File: src/rtl/apb_pkg.sv
// Shared definitions for the APB3 master: FSM encodings, default bus widths
// and elaboration-time width helpers.
package apb_pkg;

  localparam int unsigned DEF_ADDR_WIDTH = 32;
  localparam int unsigned DEF_DATA_WIDTH = 32;

  typedef enum logic [1:0] {
    ST_IDLE   = 2'd0,
    ST_SETUP  = 2'd1,
    ST_ACCESS = 2'd2
  } apb_state_e;

  function automatic int unsigned clog2(input int unsigned v);
    int unsigned r;
    r = 0;
    for (int unsigned i = 0; i < 32; i++) begin
      if ((64'd1 << i) < 64'(v)) r = i + 1;
    end
    return r;
  endfunction

  // Slave-index width; a single slave still needs one index bit.
  function automatic int unsigned idx_width(input int unsigned n);
    return (n > 1) ? clog2(n) : 1;
  endfunction

endpackage

File: src/rtl/apb_slv_mux.sv
// Per-slave lane selection (prdata/pready/pslverr) and one-hot psel decode.
module apb_slv_mux
  import apb_pkg::*;
#(
  parameter int unsigned NUM_SLAVES = 4,
  parameter int unsigned DATA_WIDTH = DEF_DATA_WIDTH,
  localparam int unsigned IDX_W = idx_width(NUM_SLAVES)
) (
  input  logic [IDX_W-1:0]                 sel_idx,
  input  logic [IDX_W-1:0]                 dec_idx,
  input  logic                             dec_en,
  input  logic [NUM_SLAVES*DATA_WIDTH-1:0] prdata,
  input  logic [NUM_SLAVES-1:0]            pready,
  input  logic [NUM_SLAVES-1:0]            pslverr,
  output logic [DATA_WIDTH-1:0]            prdata_c,
  output logic                             pready_c,
  output logic                             pslverr_c,
  output logic [NUM_SLAVES-1:0]            psel_c
);

  // Out-of-range indices match no lane and read back as zero.
  always_comb begin
    prdata_c  = '0;
    pready_c  = 1'b0;
    pslverr_c = 1'b0;
    psel_c    = '0;
    for (int i = 0; i < NUM_SLAVES; i++) begin
      if (sel_idx == IDX_W'(i)) begin
        prdata_c  = prdata[i*DATA_WIDTH +: DATA_WIDTH];
        pready_c  = pready[i];
        pslverr_c = pslverr[i];
      end
      if (dec_en && (dec_idx == IDX_W'(i))) psel_c[i] = 1'b1;
    end
  end

endmodule

File: src/rtl/apb3_master_ctrl.sv
// APB3 master: valid/ready command port to an APB bus with address-decoded
// slave selects, wait states, slave errors and a wait-state timeout.
module apb3_master_ctrl
  import apb_pkg::*;
#(
  parameter int unsigned ADDR_WIDTH     = DEF_ADDR_WIDTH,
  parameter int unsigned DATA_WIDTH     = DEF_DATA_WIDTH,
  parameter int unsigned NUM_SLAVES     = 4,
  parameter int unsigned SLV_IDX_LSB    = 12,
  parameter int unsigned TIMEOUT_CYCLES = 16
) (
  input  logic                             pclk,
  input  logic                             reset,
  input  logic                             cmd_valid,
  output logic                             cmd_ready,
  input  logic                             cmd_write,
  input  logic [ADDR_WIDTH-1:0]            cmd_addr,
  input  logic [DATA_WIDTH-1:0]            cmd_wdata,
  output logic                             rsp_valid,
  output logic [DATA_WIDTH-1:0]            rsp_rdata,
  output logic                             rsp_err,
  output logic                             rsp_timeout,
  output logic [NUM_SLAVES-1:0]            psel,
  output logic                             penable,
  output logic                             pwrite,
  output logic [ADDR_WIDTH-1:0]            paddr,
  output logic [DATA_WIDTH-1:0]            pwdata,
  input  logic [NUM_SLAVES*DATA_WIDTH-1:0] prdata,
  input  logic [NUM_SLAVES-1:0]            pready,
  input  logic [NUM_SLAVES-1:0]            pslverr
);

  localparam int unsigned IDX_W    = idx_width(NUM_SLAVES);
  localparam int unsigned CNT_W    = (TIMEOUT_CYCLES > 0) ? idx_width(TIMEOUT_CYCLES + 1) : 1;
  localparam int unsigned CNT_LAST = (TIMEOUT_CYCLES > 0) ? TIMEOUT_CYCLES - 1 : 0;

  apb_state_e            state_q, state_d;
  logic [IDX_W-1:0]      idx_q, idx_d;
  logic [CNT_W-1:0]      cnt_q, cnt_d;
  logic [NUM_SLAVES-1:0] psel_q, psel_d;
  logic                  penable_q, penable_d;
  logic                  pwrite_q, pwrite_d;
  logic [ADDR_WIDTH-1:0] paddr_q, paddr_d;
  logic [DATA_WIDTH-1:0] pwdata_q, pwdata_d;
  logic                  rsp_valid_q, rsp_valid_d;
  logic [DATA_WIDTH-1:0] rsp_rdata_q, rsp_rdata_d;
  logic                  rsp_err_q, rsp_err_d;
  logic                  rsp_timeout_q, rsp_timeout_d;

  logic [IDX_W-1:0]      cmd_idx;
  logic                  idx_ok;
  logic [DATA_WIDTH-1:0] prdata_c;
  logic                  pready_c;
  logic                  pslverr_c;
  logic [NUM_SLAVES-1:0] psel_c;

  assign cmd_idx   = cmd_addr[SLV_IDX_LSB +: IDX_W];
  assign idx_ok    = {1'b0, cmd_idx} < (IDX_W + 1)'(NUM_SLAVES);
  assign cmd_ready = (state_q == ST_IDLE) && !reset;

  apb_slv_mux #(
    .NUM_SLAVES (NUM_SLAVES),
    .DATA_WIDTH (DATA_WIDTH)
  ) u_mux (
    .sel_idx   (idx_q),
    .dec_idx   (cmd_idx),
    .dec_en    (idx_ok),
    .prdata    (prdata),
    .pready    (pready),
    .pslverr   (pslverr),
    .prdata_c  (prdata_c),
    .pready_c  (pready_c),
    .pslverr_c (pslverr_c),
    .psel_c    (psel_c)
  );

  // Next-state and registered-output logic; responses default to a single-cycle pulse.
  always_comb begin
    state_d       = state_q;
    idx_d         = idx_q;
    cnt_d         = cnt_q;
    psel_d        = psel_q;
    penable_d     = penable_q;
    pwrite_d      = pwrite_q;
    paddr_d       = paddr_q;
    pwdata_d      = pwdata_q;
    rsp_valid_d   = 1'b0;
    rsp_rdata_d   = rsp_rdata_q;
    rsp_err_d     = 1'b0;
    rsp_timeout_d = 1'b0;
    case (state_q)
      ST_IDLE: begin
        if (cmd_valid && cmd_ready) begin
          pwrite_d = cmd_write;
          paddr_d  = cmd_addr;
          pwdata_d = cmd_wdata;
          idx_d    = cmd_idx;
          if (idx_ok) begin
            state_d = ST_SETUP;
            psel_d  = psel_c;
          end else begin
            rsp_valid_d = 1'b1;
            rsp_err_d   = 1'b1;
            rsp_rdata_d = '0;
          end
        end
      end
      ST_SETUP: begin
        state_d   = ST_ACCESS;
        penable_d = 1'b1;
        cnt_d     = '0;
      end
      ST_ACCESS: begin
        // pready is checked first so a ready on the last allowed cycle still completes.
        if (pready_c) begin
          state_d     = ST_IDLE;
          psel_d      = '0;
          penable_d   = 1'b0;
          rsp_valid_d = 1'b1;
          rsp_err_d   = pslverr_c;
          rsp_rdata_d = pwrite_q ? '0 : prdata_c;
        end else if ((TIMEOUT_CYCLES > 0) && (cnt_q == CNT_W'(CNT_LAST))) begin
          state_d       = ST_IDLE;
          psel_d        = '0;
          penable_d     = 1'b0;
          rsp_valid_d   = 1'b1;
          rsp_err_d     = 1'b1;
          rsp_timeout_d = 1'b1;
          rsp_rdata_d   = '0;
        end else begin
          cnt_d = cnt_q + CNT_W'(1);
        end
      end
      default: begin
        state_d   = ST_IDLE;
        psel_d    = '0;
        penable_d = 1'b0;
      end
    endcase
  end

  always_ff @(posedge pclk) begin
    if (reset) begin
      state_q       <= ST_IDLE;
      idx_q         <= '0;
      cnt_q         <= '0;
      psel_q        <= '0;
      penable_q     <= 1'b0;
      pwrite_q      <= 1'b0;
      paddr_q       <= '0;
      pwdata_q      <= '0;
      rsp_valid_q   <= 1'b0;
      rsp_rdata_q   <= '0;
      rsp_err_q     <= 1'b0;
      rsp_timeout_q <= 1'b0;
    end else begin
      state_q       <= state_d;
      idx_q         <= idx_d;
      cnt_q         <= cnt_d;
      psel_q        <= psel_d;
      penable_q     <= penable_d;
      pwrite_q      <= pwrite_d;
      paddr_q       <= paddr_d;
      pwdata_q      <= pwdata_d;
      rsp_valid_q   <= rsp_valid_d;
      rsp_rdata_q   <= rsp_rdata_d;
      rsp_err_q     <= rsp_err_d;
      rsp_timeout_q <= rsp_timeout_d;
    end
  end

  assign psel        = psel_q;
  assign penable     = penable_q;
  assign pwrite      = pwrite_q;
  assign paddr       = paddr_q;
  assign pwdata      = pwdata_q;
  assign rsp_valid   = rsp_valid_q;
  assign rsp_rdata   = rsp_rdata_q;
  assign rsp_err     = rsp_err_q;
  assign rsp_timeout = rsp_timeout_q;

endmodule

File: config.mk
export PLATFORM = sky130hd
export DESIGN_NAME = apb3_master_ctrl
export DESIGN_NICKNAME = d
export VERILOG_FILES = /design/src/rtl/apb_pkg.sv /design/src/rtl/apb_slv_mux.sv /design/src/rtl/apb3_master_ctrl.sv
export SDC_FILE = /design/constraint.sdc
export NUM_CORES = 1
export LEC_CHECK = 0
export CAP_MARGIN = 0
export CORE_MARGIN = 8
export CORE_UTILIZATION = 34
export DETAILED_ROUTE_END_ITERATION = 6
export GPL_TIMING_DRIVEN = 0
export HOLD_SLACK_MARGIN = 0.15
export PLACE_DENSITY = 0.74
export RECOVER_POWER = 50
export SLEW_MARGIN = 0
export SYNTH_ARGS = -nofsm -noshare
export SYNTH_HDL_FRONTEND = slang
export SYNTH_SLANG_ARGS = --single-unit
File: constraint.sdc
create_clock -name pclk -period 1.95 [get_ports pclk]
set_input_delay 0.39 -clock pclk [delete_from_list [all_inputs] [get_ports pclk]]
set_output_delay 0.39 -clock pclk [all_outputs]
set_load 0.02 [all_outputs]
==> results.ini, run 1 <==
[outcome]
status = finished, final reports clean

[routing]
vias = 4951
routed_wl_um = 20290
wire_per_inst_um = 20.11
drc_errors = 0
first_pass_iters = 4
initialDrtViolationCount = 192
ant_nets = 0
via_per_inst = 4.907

[synthesis]
async_flop_share_pct = 0
ys.flop_type = dfxtp_1
ys_seq_area_share_pct = 43.99
syn-instance-count = 495
synth_nets = 701
synthTopCellsByCount = dfxtp_1, nand2b_1, nand2_1, o21ai_0, inv_1
synth_most_common_cell = dfxtp_1
synth.top_cell.area_share_pct = 43.99
synth_top_cell_by_area = dfxtp_1
synth_edf_count = 0
syn_area_um2 = 5097
ys_ff_latch = 112
ys_types = 38
synth_warnings = 0
synth_area_per_cell_um2 = 10.30
netlist_top_cells_area = dfxtp_1, mux4_2, o2bb2ai_2

[power]
pwr_density_cell_nw_per_um2 = 653.1
p_sw_mw = 1.528
p_leak_nw = 3.489
pwr-share-seq_pct = 43.2
swShare_pct = 26.41
internal_power_mw = 4.258
p_clk_share_pct = 32.2
irDropWorstVdd_v = 0.0003561
p_comb_share_pct = 24.6

[finish]
area_delta_synth_final_pct = 73.79
finish.instance_area_um2 = 8859
final-instance-count-excl-fill = 1009
antenna_cells = 0
nets = 1026
final_util_pct = 60.72
drive_above_1_share_pct = 15.27

[global_routing]
antenna_found_initial = 0
grt_max_degree = 18
grt_pass1_wl_um = 31370
grt_use_total_pct = 20.58
grt_overflow_total = 0
grt_pass1_vias = 5336

[timing]
hold_viol_final = 0
fin_ws_ps = 44.16
slew_headroom_pct = 71.76
setup_violations = 0
period_share_pct = 97.74
drv_slew = 0
clock_skew_ps = 5.776
rsz0062_at_grt = true
max_freq_mhz = 524.7
setup_tns_ps = 0
tightest_slew_ps = 423.5
timing.final.crit_period_ps = 1906

[critical_path]
crit_path_max_fanout = 10
worstSetupEndpointType = register
critPathRequiredTime_ps = 2230
start_kind = register
crit_type = register to register
regToRegSetupSlack_ps = 40
cp.arrival_ps = 2190

[clock_tree]
cts_max_level = 3
holdBufCountCts = 0
worst_skew_pair.late_latency_ps = 350
clkTransAtPathRegs_ps = 70
root_buffer = clkbuf_16
numClockSinks = 112
clock_path_buffers = 2
cts_tree = built
cts_made_buffers = 9

[floorplanning]
io_pins = 310
core-area_um2 = 14590
die-area_um2 = 19170
dieWidth_um = 138.4
rows = 44
start_util_pct = 34.94
fp.dieH_um = 138.4

[place]
io_buffers = 309
post_dp_cell_area_um2 = 8429
place.gp.congestion = 0.7993
pre_cts_ws_ps = -666.7
dpl.cell_count = 988
dpl.hpwl_um = 16560

[job]
cap_violations = 0

[hold_path]
min_path_type = register to register

[path summary, 6_finish.rpt]
path                              startpoint            end  depth (start not counted)
worst max-delay path                cnt_q[0]  rsp_rdata[14]                          8
worst min-delay path            rsp_rdata[0]   rsp_rdata[0]                          1
worst max register to register      cnt_q[0]  rsp_rdata[14]                          8
worst min register to register  rsp_rdata[0]   rsp_rdata[0]                          1
[cells by family (layout without fill, tap and decap cells)]
logic type | after synthesis | after routing | share of synthesized area [%]
DFF | 112 | 112 | 43.99
buffers and inverters | 74 | 404 | 6.333
and+or+nand+nor | 155 | 155 | 15.71
muxes | 36 | 36 | 15.19
AOI/OAI and AO/OA | 116 | 116 | 18.29
adders and majority gates | 2 | 2 | 0.4908
[repair_timing]
item,4_1_cts,5_1_grt
resized for setup,23,16
pin swaps,3,2
gates cloned,1,0
endpoints found under the setup margin,107,74
setup buffers,5,0
[metrics by stage]
stage                     total power [mW]  hold slack [ps]
after CTS                            5.916            475.3
after detailed placement             4.008            449.1
final                                5.785            464.8
after floorplan                      3.180            447.9
after global routing                 6.069            479.5
after global placement               3.975            446.7
[final cells by class]
| class | instances | area (um2) |
|---|---|---|
| fill | 1216 | 5731 |
| timing repair buffer | 315 | 3134 |
| multi-input combinational | 309 | 2604 |
| sequential | 112 | 2245 |
| clock buffer | 11 | 242.7 |
| tap | 184 | 230.2 |
| buffer | 38 | 215.2 |
| inverter | 35 | 131.4 |
| clock inverter | 5 | 56.30 |
[power by group through the flow]
stage	clock network (mW)	logic, mW	registers [mW]
2_1_floorplan	0	0.477	2.70
3_3_place_gp	0	1.43	2.55
3_5_place_dp	0	1.45	2.56
4_1_cts	1.93	1.48	2.51
5_1_grt	2.03	1.52	2.52
6_report	1.86	1.42	2.50
[layout by cell type (no fill, tap or decap), types with 10 or more instances in the layout]
| cell | count |
|---|---|
| nand2b_1 | 67 |
| dlygate4sd3_1 | 89 |
| clkdlybuf4s50_1 | 219 |
| clkbuf_1 | 14 |
| inv_1 | 35 |
| o2bb2ai_2 | 30 |
| nand2_1 | 66 |
| clkbuf_2 | 10 |
| mux4_2 | 33 |
| o21ai_0 | 66 |
| dfxtp_1 | 110 |
[sequential cells by signal, indices dropped and copies added (netlist names), 2 cells and up]
name,count
pwdata,32
rsp_rdata,32
paddr,31
cnt_q,5
psel,4
state_q,2
[worst max-delay path, stage by stage (launching register included)]
cell,delay [ps]
dfxtp_2,340
ha_4,160
and3_4,180
ha_4,170
nor2b_1,180
a22o_1,210
o21ba_2,220
buf_4,240
o2bb2ai_2,120
[layer usage]
layer / vias up / global-route usage, % / share of wire (%)
met5: - / 0 / 0
met4: 0 / 7.094 / 1.9
met3: 20 / 6.610 / 8.0
met2: 215 / 37.05 / 52
met1: 2355 / 22.15 / 38
li1: 2361 / - / -
Note: power is estimated with default switching activity, not from simulation.
==> inputs of run 2 (changes only) <==
Settings changed: ABC_AREA set to 0.
==> results of run 2 <==
No change in the layout: final DEF, timing and power equal those of run 1.
==> inputs of run 3 (changes only) <==
Settings changed: CORE_ASPECT_RATIO set to 0.75.
==> run 3 against run 2 <==
Routed wire length increased by 3.5%. Critical path depth increased by 1. Non-clock buffer count unchanged. Utilization increased by 0.55 points. Clock skew increased by 4.3 ps. Sequential power about the same. First-iteration DRC count increased by 22%. Largest cell class unchanged. Via count increased by 0.34%. Flip-flop and latch count unchanged. Highest routed layer unchanged. Fmax decreased by 0.95%. Global-route usage increased by 0.51 points.
==> results.ini, run 3 (same netlist as run 1, synthesis figures left out) <==
[outcome]
status = finished, final reports clean

[power]
p_leak_nw = 3.254
irDropWorstVdd_v = 0.0004916
pwr_density_cell_nw_per_um2 = 656.8
p_clk_share_pct = 31.8
swShare_pct = 27.91
p_comb_share_pct = 25.4
power_mw = 5.855
internal_power_mw = 4.221
p_sw_mw = 1.634
pwr-share-seq_pct = 42.8

[timing]
timing.final.crit_period_ps = 1924
max_freq_mhz = 519.7
hold_viol_final = 0
tightest_slew_ps = 461.2
clock_skew_ps = 10.07
drv_slew = 0
slew_headroom_pct = 69.25
fin_ws_ps = 25.95
period_share_pct = 98.67
setup_violations = 0
setup_tns_ps = 0

[finish]
drive_above_1_share_pct = 15.64
most-common-layout-cells = clkdlybuf4s50_1, dfxtp_1, nand2b_1
nets = 1026
finish.instance_area_um2 = 8914
final_util_pct = 61.27
antenna_cells = 0
layout_commonest_cell = clkdlybuf4s50_1
area_delta_synth_final_pct = 74.87

[critical_path]
start_kind = register
path_delay_family = compound AO/OA/AOI/OAI gates
slowest_stage = dfxtp_4
crit_chain = ha_4 > and3_4 > ha_4 > nor2b_1 > a32oi_2 > clkbuf_8 > buf_4 > nand3_1 > a21oi_1
critPathRequiredTime_ps = 2200
worstSetupEndpointType = register
cp.arrival_ps = 2180
crit_buf_inv = 2
cp_slowest_stage_delay_ps = 380
cp_common_cell = ha_4
crit_type = register to register
crit_path_max_fanout = 7

[clock_tree]
holdBufCountCts = 0
clkTransAtPathRegs_ps = 70
root_buffer = clkbuf_16
worst_skew_pair.late_latency_ps = 350
cts_tree = built
cts_made_buffers = 9
cts_max_level = 3
numClockSinks = 112
clock_path_buffers = 2

[floorplanning]
start_util_pct = 35.04
fp.dieH_um = 122.0
rows = 38
die-area_um2 = 19210
io_pins = 310
dieWidth_um = 157.4
core-area_um2 = 14550

[job]
cap_violations = 0

[place]
pre_cts_ws_ps = -708.2
place.gp.congestion = 0.9080
dpl.hpwl_um = 17150
io_buffers = 309
post_dp_cell_area_um2 = 8449

[global_routing]
grt_max_degree = 21
met1_usage_pct = 23.19
top_usage_layer = met2
use_met2_pct = 38.00
grt_overflow_total = 0
antenna_found_initial = 0
grt_pass1_wl_um = 31520
grt_use_met3_pct = 8.139
grt_use_total_pct = 21.09
grt_pass1_vias = 5413

[routing]
first_pass_iters = 5
via_per_inst = 4.847
initialDrtViolationCount = 234
ant_nets = 0
routed_wl_um = 20990
vias = 4968
drc_errors = 0
wire_per_inst_um = 20.48

[hold_path]
min_path_type = register to register

-- run 3: cell types whose count changed in the layout (fill, tap and decap cells not counted), sizes merged --
| cell | before | now |
|---|---|---|
| clkdlybuf4s50 | 219 | 308 |
| dlygate4sd3 | 89 | 0 |
| inv | 35 | 40 |
| clkinv | 3 | 1 |
| buf | 21 | 20 |
| bufinv | 1 | 0 |
| clkinvlp | 1 | 0 |
-- run 3: final cells by class --
cell class / count / area (um2)
timing repair buffer: 316 / 3144
clock buffer: 10 / 239.0
sequential: 112 / 2247
fill: 1206 / 5635
clock inverter: 6 / 57.56
buffer: 37 / 225.2
inverter: 35 / 131.4
multi-input combinational: 309 / 2619
tap: 200 / 250.2
-- run 3: path summary, 6_finish.rpt --
kind,startpoint,endpoint,slack [ps],depth (start not counted)
worst max-delay path,cnt_q[0],cnt_q[1],30,9
worst min-delay path,psel[0],psel[0],470,1
worst max register to register,cnt_q[0],cnt_q[1],30,9
worst min register to register,psel[0],psel[0],470,1
-- run 3: per-layer routing --
layer	routed length [um]	share of wire (%)	vias to the layer above
li1	-	-	2364
met3	2076	9.9	25
met2	10600	50	221
met4	349	1.7	0
met1	7967	38	2358
met5	0	0	-
-- run 3: what timing repair did --
item / in CTS / in global routing
pin swaps: 4 / 3
setup endpoints to repair: 106 / 57
resized for setup: 27 / 19
buffers inserted: 5 / 2
-- run 3: power by group through the flow --
stage,Sequential [mW],Combinational [mW],Clock (mW)
final,2.50,1.49,1.86
after global routing,2.52,1.59,2.00
after CTS,2.51,1.48,1.91
after detailed placement,2.56,1.45,0
after global placement,2.55,1.43,0
after floorplan,2.70,0.477,0
-- run 3: worst register-to-register path, delay by kind of cell, from the launching register on --
kind,cells,cell delay [ps]
AOI/OAI and AO/OA,2,500
and+or+nand+nor,3,340
buffers and inverters,2,330
DFF,1,380
adders and majority gates,2,300
-- run 3: per-stage QoR --
step           std cells  hold slack (ps)
3_5_place_dp        1004            450.2
5_1_grt             1025            489.8
4_1_cts             1024            468.2
2_1_floorplan        495            447.9
6_report            1025            466.2
3_3_place_gp        1004            440.4
